[src/rtl/bsg_fpu_preprocess_norm.sv]
// rtl/bsg_fpu_preprocess_norm.sv - registered IEEE-754 operand unpacker with iterative denormal normalisation
//
// Purpose:
//   Accepts one packed floating-point operand and classifies it.
//   The class flags are zero, NaN, signalling NaN, infinity and denormal.
//   It presents the operand with an explicit leading mantissa bit and a signed biased exponent.
//   Denormal operands are left-shifted one bit per cycle until the leading one reaches bit m_p.
//   The exponent is decremented on every shift, so downstream units never see a hidden bit.
//
// Ports:
//   clk_i       clock
//   reset_n_i   asynchronous active-low reset
//   v_i         operand valid (held by the producer until taken)
//   a_i         packed operand {sign, exp[e_p-1:0], man[m_p-1:0]}
//   ready_o     block is idle and will take v_i on the next edge
//   v_o         result valid; outputs are stable until yumi_i
//   yumi_i      consumer takes the result (only meaningful while v_o=1)
//   sign_o      operand sign
//   exp_o       signed biased exponent after normalisation (e_p+2 bits, two's complement)
//   man_o       mantissa with explicit leading bit (m_p+1 bits)
//   zero_o, nan_o, sig_nan_o, infty_o, denormal_o
//               class flags of the original operand

module bsg_fpu_preprocess_norm #(
   parameter int e_p = 5,
   parameter int m_p = 10
) (
   input  logic               clk_i,
   input  logic               reset_n_i,
   input  logic               v_i,
   input  logic [e_p+m_p:0]   a_i,
   output logic               ready_o,
   output logic               v_o,
   input  logic               yumi_i,
   output logic               sign_o,
   output logic [e_p+1:0]     exp_o,
   output logic [m_p:0]       man_o,
   output logic               zero_o,
   output logic               nan_o,
   output logic               sig_nan_o,
   output logic               infty_o,
   output logic               denormal_o
);

   typedef enum logic [1:0] {
      IDLE = 2'd0,
      NORM = 2'd1,
      DONE = 2'd2
   } state_t;

   localparam logic [e_p+1:0] exp_one = (e_p+2)'(1);

   state_t state_r, state_n;

   // Field split of the incoming operand.
   logic             a_sign;
   logic [e_p-1:0]   a_exp;
   logic [m_p-1:0]   a_man;
   assign a_sign = a_i[e_p+m_p];
   assign a_exp  = a_i[e_p+m_p-1:m_p];
   assign a_man  = a_i[m_p-1:0];

   // Combinational classification of the incoming operand.
   logic exp_zero, exp_ones, man_zero;
   logic c_zero, c_nan, c_sig_nan, c_infty, c_denormal;
   assign exp_zero   = (a_exp == '0);
   assign exp_ones   = &a_exp;
   assign man_zero   = (a_man == '0);
   assign c_zero     = exp_zero & man_zero;
   assign c_denormal = exp_zero & ~man_zero;
   assign c_nan      = exp_ones & ~man_zero;
   // A NaN is signalling when the top stored mantissa bit (the quiet bit) is clear.
   assign c_sig_nan  = c_nan & ~a_man[m_p-1];
   assign c_infty    = exp_ones & man_zero;

   logic accept;
   assign accept = v_i & (state_r == IDLE);

   logic               sign_r;
   logic [e_p+1:0]     exp_r;
   logic [m_p:0]       man_r;
   logic               zero_r, nan_r, sig_nan_r, infty_r, denormal_r;

   // State register
   always_ff @(posedge clk_i or negedge reset_n_i) begin
      if (!reset_n_i) begin
         state_r <= IDLE;
      end else begin
         state_r <= state_n;
      end
   end

   // Next-state logic
   always_comb begin
      state_n = state_r;
      case (state_r)
         IDLE: begin
            if (v_i) begin
               state_n = c_denormal ? NORM : DONE;
            end
         end
         // The shift about to happen moves bit m_p-1 into bit m_p, which completes normalisation.
         NORM: begin
            if (man_r[m_p-1]) begin
               state_n = DONE;
            end
         end
         DONE: begin
            if (yumi_i) begin
               state_n = IDLE;
            end
         end
         default: state_n = IDLE;
      endcase
   end

   // Handshake outputs decode only the state register.
   always_comb begin
      ready_o = (state_r == IDLE);
      v_o     = (state_r == DONE);
   end

   // Datapath registers
   always_ff @(posedge clk_i or negedge reset_n_i) begin
      if (!reset_n_i) begin
         sign_r     <= 1'b0;
         exp_r      <= '0;
         man_r      <= '0;
         zero_r     <= 1'b0;
         nan_r      <= 1'b0;
         sig_nan_r  <= 1'b0;
         infty_r    <= 1'b0;
         denormal_r <= 1'b0;
      end else if (accept) begin
         sign_r     <= a_sign;
         zero_r     <= c_zero;
         nan_r      <= c_nan;
         sig_nan_r  <= c_sig_nan;
         infty_r    <= c_infty;
         denormal_r <= c_denormal;
         if (c_zero) begin
            exp_r <= '0;
            man_r <= '0;
         end else if (c_denormal) begin
            // A denormal has the same scale as exponent 1 without the hidden bit.
            exp_r <= exp_one;
            man_r <= {1'b0, a_man};
         end else begin
            exp_r <= {2'b00, a_exp};
            man_r <= {1'b1, a_man};
         end
      end else if (state_r == NORM) begin
         man_r <= man_r << 1;
         exp_r <= exp_r - exp_one;
      end
   end

   assign sign_o     = sign_r;
   assign exp_o      = exp_r;
   assign man_o      = man_r;
   assign zero_o     = zero_r;
   assign nan_o      = nan_r;
   assign sig_nan_o  = sig_nan_r;
   assign infty_o    = infty_r;
   assign denormal_o = denormal_r;

endmodule

[config.mk]
export PLATFORM = sky130hd
export DESIGN_NAME = bsg_fpu_preprocess_norm
export DESIGN_NICKNAME = d
export VERILOG_FILES = /design/src/rtl/bsg_fpu_preprocess_norm.sv
export SDC_FILE = /design/constraint.sdc
export NUM_CORES = 1
export LEC_CHECK = 0
export CAP_MARGIN = 30
export CORE_MARGIN = 2
export CORE_UTILIZATION = 65
export CTS_CLUSTER_DIAMETER = 60
export DETAILED_ROUTE_END_ITERATION = 7
export DONT_BUFFER_PORTS = 1
export PLACE_DENSITY = 0.88
export SLEW_MARGIN = 10
export SYNTH_ARGS = -nofsm -noshare
export SYNTH_HDL_FRONTEND = slang
export SYNTH_SLANG_ARGS = --single-unit
[constraint.sdc]
create_clock -name clk_i -period 4.4 [get_ports clk_i]
set_clock_uncertainty 0.1 [all_clocks]
set_input_delay 0.88 -clock clk_i [delete_from_list [all_inputs] [get_ports clk_i]]
set_output_delay 0.88 -clock clk_i [all_outputs]
set_load 0.01 [all_outputs]
# --- Word-level counts from Yosys, hierarchy flattened ---
# Cells that the tools add are included.
op_classes:
  eq_ne: 5
  reduce_logical: 6
  n_addsub: 1
  bitwise_logic: 8
  mux: 13
op_table:
  columns: ["operator", "n"]
  rows:
  - ["11-bit two-way mux", 4]
  - ["7-bit two-way mux", 2]
  - ["10-bit logical NOT", 1]
  - ["5-bit two-way mux", 2]
  - ["2-bit two-way mux", 4]
  - ["7-bit by 1-bit subtractor with 7-bit output (second input constant)", 1]
  - ["1-bit bitwise AND", 6]
  - ["2-bit case mux with 3 select lines", 1]
  - ["5-bit logical NOT", 1]
  - ["5-bit AND reduction", 1]
  - ["2-bit != test (second input constant)", 2]
  - ["3-bit AND reduction", 1]
  - ["2-bit by 1-bit == test with 1-bit output (second input constant)", 1]
  - ["2-bit == test (second input constant)", 1]
  - ["2-bit logical NOT", 1]
  - ["2-bit by 1-bit != test with 1-bit output (second input constant)", 1]
  - ["1-bit inverter", 2]
  - ["2-bit nonzero test", 1]
word_totals:
  word_cells: 42
  register_bits: 26
  out_inout_bits: 26
  inputBits: 20

# --- Logic depth before layout (Yosys ltp) ---
# Gate-level depths: netlist of the first run.
depth:
  depth_word: 6
  depth_mapped: 6
  mapped_depth_nobuf: 5

# --- Worst setup path before layout of the first run ---
# No wires, ideal clock.
synth_path:
  path_kind: "input to register"
  start: "input a_i[11]"
  end: "register man_r[10], in the netlist man_o[10]"
  setup_time_ns: 0.123
  path_buffers: 0
  path_stages: 3
  t_required_ns: 4.177
  setup_slack_ns: 2.297
  t_arrival_ns: 1.881
  cell_sequence: "or4_1 or3_4 o221a_2"
synth_via:
  elab_chain_len: 5
  elab_cells_between_ends: 6
  classes_between: "mux: 3; bitwise: 2; reduce/logical: 1"
synth_lines:
  columns: ["element", "line", "rtl"]
  rows:
  - ["from (decl)", "31", "input logic [e_p+m_p:0] a_i,"]
  - ["5-bit logical NOT *", "66", "assign exp_zero = (a_exp == '0);"]
  - ["1-bit bitwise AND", "70", "assign c_denormal = exp_zero & ~man_zero;"]
  - ["11-bit two-way mux", "144", "end else if (c_denormal) begin"]
  - ["11-bit two-way mux *", "141", "if (c_zero) begin"]
  - ["11-bit two-way mux *", "134", "end else if (accept) begin"]
  - ["to (signal assigned)", "147", "man_r <= {1'b0, a_man};"]
  - ["to (signal assigned)", "150", "man_r <= {1'b1, a_man};"]
  - ["to (signal assigned)", "153", "man_r <= man_r << 1;"]
  - ["to (decl)", "81", "logic [m_p:0] man_r;"]
# Mark *: on every way between the ends. The rest lies on a longest branch, timed or not.
# A chain may end at the register's enable or synchronous reset.

# --- Worst setup path in the final report of the first run ---
layout_path:
  start: "register state_r[1]"
  end: "register denormal_r, in the netlist denormal_o"
layout_via:
  elab_chain_len: 2
layout_lines:
  columns: ["element", "line", "rtl"]
  rows:
  - ["from (decl)", "53", "state_t state_r, state_n;"]
  - ["from (signal assigned)", "89", "state_r <= state_n;"]
  - ["2-bit logical NOT", "77", "assign accept = v_i & (state_r == IDLE);"]
  - ["1-bit bitwise AND", "77", null]
  - ["to (signal assigned)", "140", "denormal_r <= c_denormal;"]
  - ["to (decl)", "82", "logic zero_r, nan_r, sig_nan_r, infty_r, denormal_r;"]
# No other way between the ends.

==> results of run 1 <==
==> cells in the final DEF, fill, tap and decap left out, types with 2 or more instances in the layout <==
cell,netlist,routed
mux2i_1,2,2
buf_4,0,2
a31oi_1,6,6
a221o_1,2,2
nor2_1,13,13
inv_1,2,2
o21bai_1,2,2
nor3_1,2,2
a22oi_1,5,5
clkbuf_4,0,3
nand3_1,3,3
o21ai_1,2,2
nand2_1,34,34
nor3b_1,4,4
o31ai_1,2,2
a21oi_1,2,2
dfrtp_1,26,26
nor2b_1,2,2
o22ai_1,2,2
==> power by group through the flow <==
stage / Clock [mW] / Combinational (mW) / Sequential (mW)
after global routing: 0.110 / 0.136 / 0.380
after detailed placement: 0 / 0.119 / 0.377
after global placement: 0 / 0.110 / 0.374
after CTS: 0.0999 / 0.119 / 0.372
final: 0.100 / 0.119 / 0.372
after floorplan: 0 / 0.106 / 0.356
==> layer usage <==
layer	vias up	wire, um	GRT usage
li1	504	-	-
met1	520	1220	0.397
met2	71	1460	0.450
met3	2	343	0.0864
met4	0	20	0.105
met5	-	0	0
==> cell families (layout without fill, tap and decap cells) <==
logic type / count (synthesis) / after routing
buf+inv: 10 / 7
simple gates: 72 / 72
fa+ha+maj: 1 / 1
compound gates: 29 / 29
flops: 26 / 26
mux: 2 / 2
==> sequential cells by signal (all words and copies together), names as in the netlist <==
signal      flops
sig_nan_o       1
zero_o          1
denormal_o      1
man_o          11
exp_o           7
infty_o         1
state_r         2
sign_o          1
nan_o           1
==> critical path, cell delays in order (launching register included) <==
cell and delay (ns):
dfrtp_1 0.50, or3b_1 0.75, or3_4 0.53, o21ai_1 0.17
==> path summary, 6_finish.rpt <==
kind,start,to,cells after the start
max,state_r[1]$_DFFE_PN0P_,denormal_o$_DFFE_PN0P_,3
min,reset_n_i,state_r[0]$_DFFE_PN0P_,0
max reg2reg,state_r[1]$_DFFE_PN0P_,denormal_o$_DFFE_PN0P_,3
min reg2reg,exp_o[6]$_DFFE_PN0P_,exp_o[6]$_DFFE_PN0P_,1
max in group asynchronous,reset_n_i,man_o[9]$_DFFE_PN0P_,0
min in group clk_i,exp_o[6]$_DFFE_PN0P_,exp_o[6]$_DFFE_PN0P_,1
==> area by class of cell <==
type | instances | area (um^2)
tap | 27 | 33.8
inverter | 2 | 7.51
clock buffer | 3 | 22.5
sequential | 26 | 651
timing repair buffer | 2 | 15.0
fill | 158 | 594
multi-input combinational | 104 | 598
==> flow_summary.json, run 1 <==
{
  "rsz0062_at_grt": "false",
  "synthMuxAreaShare": 0.0154,
  "dp.cells": 160,
  "power_density_nw_per_um2": 446,
  "slew_viol_final": 0,
  "initial_core_util": 0.674,
  "drive_gt1_frac": 0.0657,
  "coreArea_um2": 1920,
  "synth_ff_type": "dfrtp_1",
  "timing.final.crit_share": 0.483,
  "antenna_found_initial": 0,
  "hold_violations": 0,
  "synth_edf_count": 0,
  "layout_setup_ws_ns": 2.27,
  "avgSynthCellArea_um2": 9.26,
  "vdd_ir_drop_max_mv": 0.274,
  "synth_fp_nets": 161,
  "ios": 46,
  "netlist.area_leader.share": 0.502,
  "yosys-top-cells-count": "nand2_1, dfrtp_1, nor2_1",
  "diodes": 0,
  "post_cts_buffers": 0,
  "synth-warning-count": 0,
  "crit_arrival_ns": 2.27,
  "grt_pass1_vias": 1129,
  "nets": 160,
  "cp_max_fo": 25,
  "leakage_nw": 0.589,
  "comb_power_share": 0.201,
  "critical_path_class": "flop to flop",
  "async_reset_ff_frac": 1.00,
  "grt-ovfl-total": 0,
  "maxCapViolations": 0,
  "synth_area_leaders": "dfrtp_1, nand2_1, nor2_1",
  "synth_top_family_by_area": "simple AND/OR/NAND/NOR gates",
  "synth.most_common_cell": "nand2_1",
  "clk_latency_ns": 0.32,
  "finalSetupTns_ns": 0,
  "final_area_um2": 1330,
  "yosys.area_share.simple": 0.273,
  "cts_tree": "yes",
  "min_period_ns": 2.13,
  "die_x_um": 48.7,
  "grt_max_degree": 27,
  "wl_per_cell_um": 18.6,
  "intPower_uw": 374,
  "path_clk_slew_ns": 0.14,
  "p_total_uw": 592,
  "area_growth_pct": 2.41,
  "synth_cells": 140,
  "clk_path_buf_depth": 2,
  "setup_viol": 0,
  "ctsHoldBuffers": 0,
  "synth-xor-area-share": 0,
  "outcome": "complete, no violations",
  "antenna_left": 0,
  "wl_mm": 3.04,
  "dp_hpwl_mm": 2.16,
  "fmax_mhz": 470,
  "hold_ws_ns": 0.131,
  "drt-vias-per-instance": 6.69,
  "switching_share": 0.367,
  "cts_htree_levels": 1,
  "pre_cts_ws_ns": 1.97,
  "firstDrtPassIters": 5,
  "gp_congestion": 0.842,
  "tightest_slew_ns": 0.806,
  "ys_seq_area_frac": 0.502,
  "pwr-share-seq": 0.629,
  "cts-root-buf": "clkbuf_4",
  "synth_compound_area_frac": 0.163,
  "via_count": 1097,
  "die-area_um2": 2370,
  "hold_path.class": "primary input to asynchronous set/reset pin",
  "synth.distinct_cells": 41,
  "grt_usage": 0.292,
  "ff2ff_setup_slack_ns": 2.27,
  "power_switching_uw": 217,
  "clockPowerShare": 0.170,
  "synth_adder_area_share": 0.00965,
  "drc_errors": 0,
  "drtIter0Drc": 36,
  "fin_util": 0.691,
  "cts_resized": 0,
  "required_ns": 4.54,
  "rows": 16,
  "synth_top_cell_by_area": "dfrtp_1",
  "cts.sinks": 26,
  "finalNonFillerCells": 164,
  "netlist_area_um2": 1300,
  "ys_ff_latch": 26,
  "maxSlewHeadroom": 0.463,
  "grt_pass1_wl_mm": 5.39,
  "placed_area_um2": 1300,
  "numPortBuffers": 0,
  "cp-end-kind": "flop",
  "start_kind": "flop",
  "numCtsBuffers": 3,
  "fp.dieH_um": 48.7
}
Power figures use the tool's default switching activity.
==> inputs of run 2 (changes only) <==
--- a/config.mk
+++ b/config.mk
@@ -7,11 +7,11 @@
 export LEC_CHECK = 0
 export CAP_MARGIN = 30
 export CORE_MARGIN = 2
-export CORE_UTILIZATION = 65
+export CORE_UTILIZATION = 61
 export CTS_CLUSTER_DIAMETER = 60
 export DETAILED_ROUTE_END_ITERATION = 7
 export DONT_BUFFER_PORTS = 1
-export PLACE_DENSITY = 0.88
+export PLACE_DENSITY = 0.84
 export SLEW_MARGIN = 10
 export SYNTH_ARGS = -nofsm -noshare
 export SYNTH_HDL_FRONTEND = slang
==> constraint.sdc (replaced) <==
create_clock -name clk_i -period 2.2 [get_ports clk_i]
set_clock_uncertainty 0.1 [all_clocks]
set_input_delay 0.44 -clock clk_i [delete_from_list [all_inputs] [get_ports clk_i]]
set_output_delay 0.44 -clock clk_i [all_outputs]
set_load 0.01 [all_outputs]
==> run 2 against run 1 <==
- final cell count is 2.4% higher
- cell area grew 3.4%
- power increased by 100%
- critical path type unchanged
- utilization rose by 0.18 points
- clock power rose by 92%
==> flow_summary.json, run 2 (synthesis gave the netlist of run 1 again) <==
{
  "layout_setup_ws_ns": 0.429,
  "grt_max_degree": 27,
  "path_clk_slew_ns": 0.13,
  "wl_mm": 3.03,
  "pre_cts_ws_ns": 0.462,
  "required_ns": 2.29,
  "drc_errors": 0,
  "clk_latency_ns": 0.30,
  "power_density_nw_per_um2": 867,
  "ios": 46,
  "numPortBuffers": 0,
  "cts_tree": "yes",
  "maxCapViolations": 0,
  "p_total_mw": 1.19,
  "hold_start": "a_i[15]",
  "reg2reg_from": "state_r[1]$_DFFE_PN0P_",
  "grt_usage": 0.267,
  "antenna_found_initial": 0,
  "die-area_um2": 2510,
  "grt_pass1_wl_mm": 5.07,
  "rows": 16,
  "coreArea_um2": 1980,
  "dp_hpwl_mm": 2.22,
  "area_growth_pct": 5.89,
  "slew_viol_final": 0,
  "die_x_um": 50.1,
  "cts_htree_levels": 1,
  "cp_cell_sequence": "or3b_1 -> buf_4 -> o41ai_1",
  "post_cts_buffers": 0,
  "cts.sinks": 26,
  "cp_max_fo": 24,
  "mostFrequentLayoutCells": "nand2_1, dfrtp_1, nor2_1, a31oi_1, a22oi_1",
  "crit_path_start": "state_r[1]$_DFFE_PN0P_",
  "clk_path_buf_depth": 2,
  "crit_path_max_incr_delay_ns": 0.49,
  "min_period_ns": 1.77,
  "largest_reg_flops": 11,
  "hold_ws_ns": 0.131,
  "setup_viol": 0,
  "outcome": "complete, no violations",
  "cp_slowest_cell": "dfrtp_1",
  "fp.dieH_um": 50.1,
  "grt-ovfl-total": 0,
  "antenna_left": 0,
  "cts_resized": 0,
  "numCtsBuffers": 3,
  "finalSetupTns_ns": 0,
  "hold_path.class": "primary input to flop",
  "tightest_slew_ns": 0.604,
  "vdd_ir_drop_max_mv": 0.553,
  "timing.final.crit_share": 0.805,
  "via_count": 1104,
  "grt_pass1_vias": 1105,
  "drtIter0Drc": 50,
  "cp-end-kind": "flop",
  "start_kind": "flop",
  "critical_path_class": "flop to flop",
  "wl_per_cell_um": 18.1,
  "crit_arrival_ns": 1.86,
  "layout_commonest_cell": "nand2_1",
  "cts-root-buf": "clkbuf_4",
  "leakage_nw": 0.611,
  "gp_congestion": 0.798,
  "firstDrtPassIters": 4,
  "nets": 164,
  "rsz0062_at_grt": "false",
  "ctsHoldBuffers": 2,
  "drive_gt1_frac": 0.0851,
  "maxSlewHeadroom": 0.597,
  "fmax_mhz": 565,
  "drt-vias-per-instance": 6.57,
  "initial_core_util": 0.654,
  "diodes": 0,
  "hold_violations": 0
}
[run 2: metrics by stage]
stage	utilization	area (um^2)	cells
3_3_place_gp	0.666	1320	163
4_1_cts	0.693	1370	168
2_1_floorplan	-	1300	140
6_report	0.693	1370	168
3_5_place_dp	0.666	1320	163
5_1_grt	0.693	1370	168
[run 2: final cells by class]
type                            count  area (um^2)
Clock buffer                        3         22.5
Fill cell                         161          609
Inverter                            2         7.51
Multi-Input combinational cell    104          598
Sequential cell                    26          651
Tap cell                           27         33.8
Timing Repair Buffer                6         60.1
[run 2: worst max-delay path, delay by kind of cell (launching register included)]
| family | cells | cell delay, ns |
|---|---|---|
| flip-flops | 1 | 0.49 |
| AND/OR/NAND/NOR | 1 | 0.43 |
| AO/OA/AOI/OAI | 1 | 0.41 |
| buffers and inverters | 1 | 0.23 |
[run 2: worst paths after layout]
path	endpoint	slack [ns]	depth (start not counted)
worst min register to register	exp_o[6]$_DFFE_PN0P_	0.46	1
worst min-delay path	sign_o$_DFFE_PN0P_	0.13	2
worst max-delay path	sig_nan_o$_DFFE_PN0P_	0.43	3
max in group asynchronous	man_o[9]$_DFFE_PN0P_	1.40	2
min in group asynchronous	state_r[1]$_DFFE_PN0P_	0.46	2
worst max register to register	sig_nan_o$_DFFE_PN0P_	0.43	3
[run 2: where the power goes]
part / internal [mW] / switching [mW]
sequential: 0.576 / 0.171
combinational: 0.115 / 0.136
clock: 0.0638 / 0.128
total: 0.755 / 0.434
[run 2: metal layers]
metal | vias to the layer above | GRT usage | wire [um]
li1 | 505 | - | -
met1 | 536 | 0.353 | 1210
met2 | 61 | 0.454 | 1530
met3 | 2 | 0.0545 | 286
met4 | 0 | 0.0509 | 15
met5 | - | 0 | 0
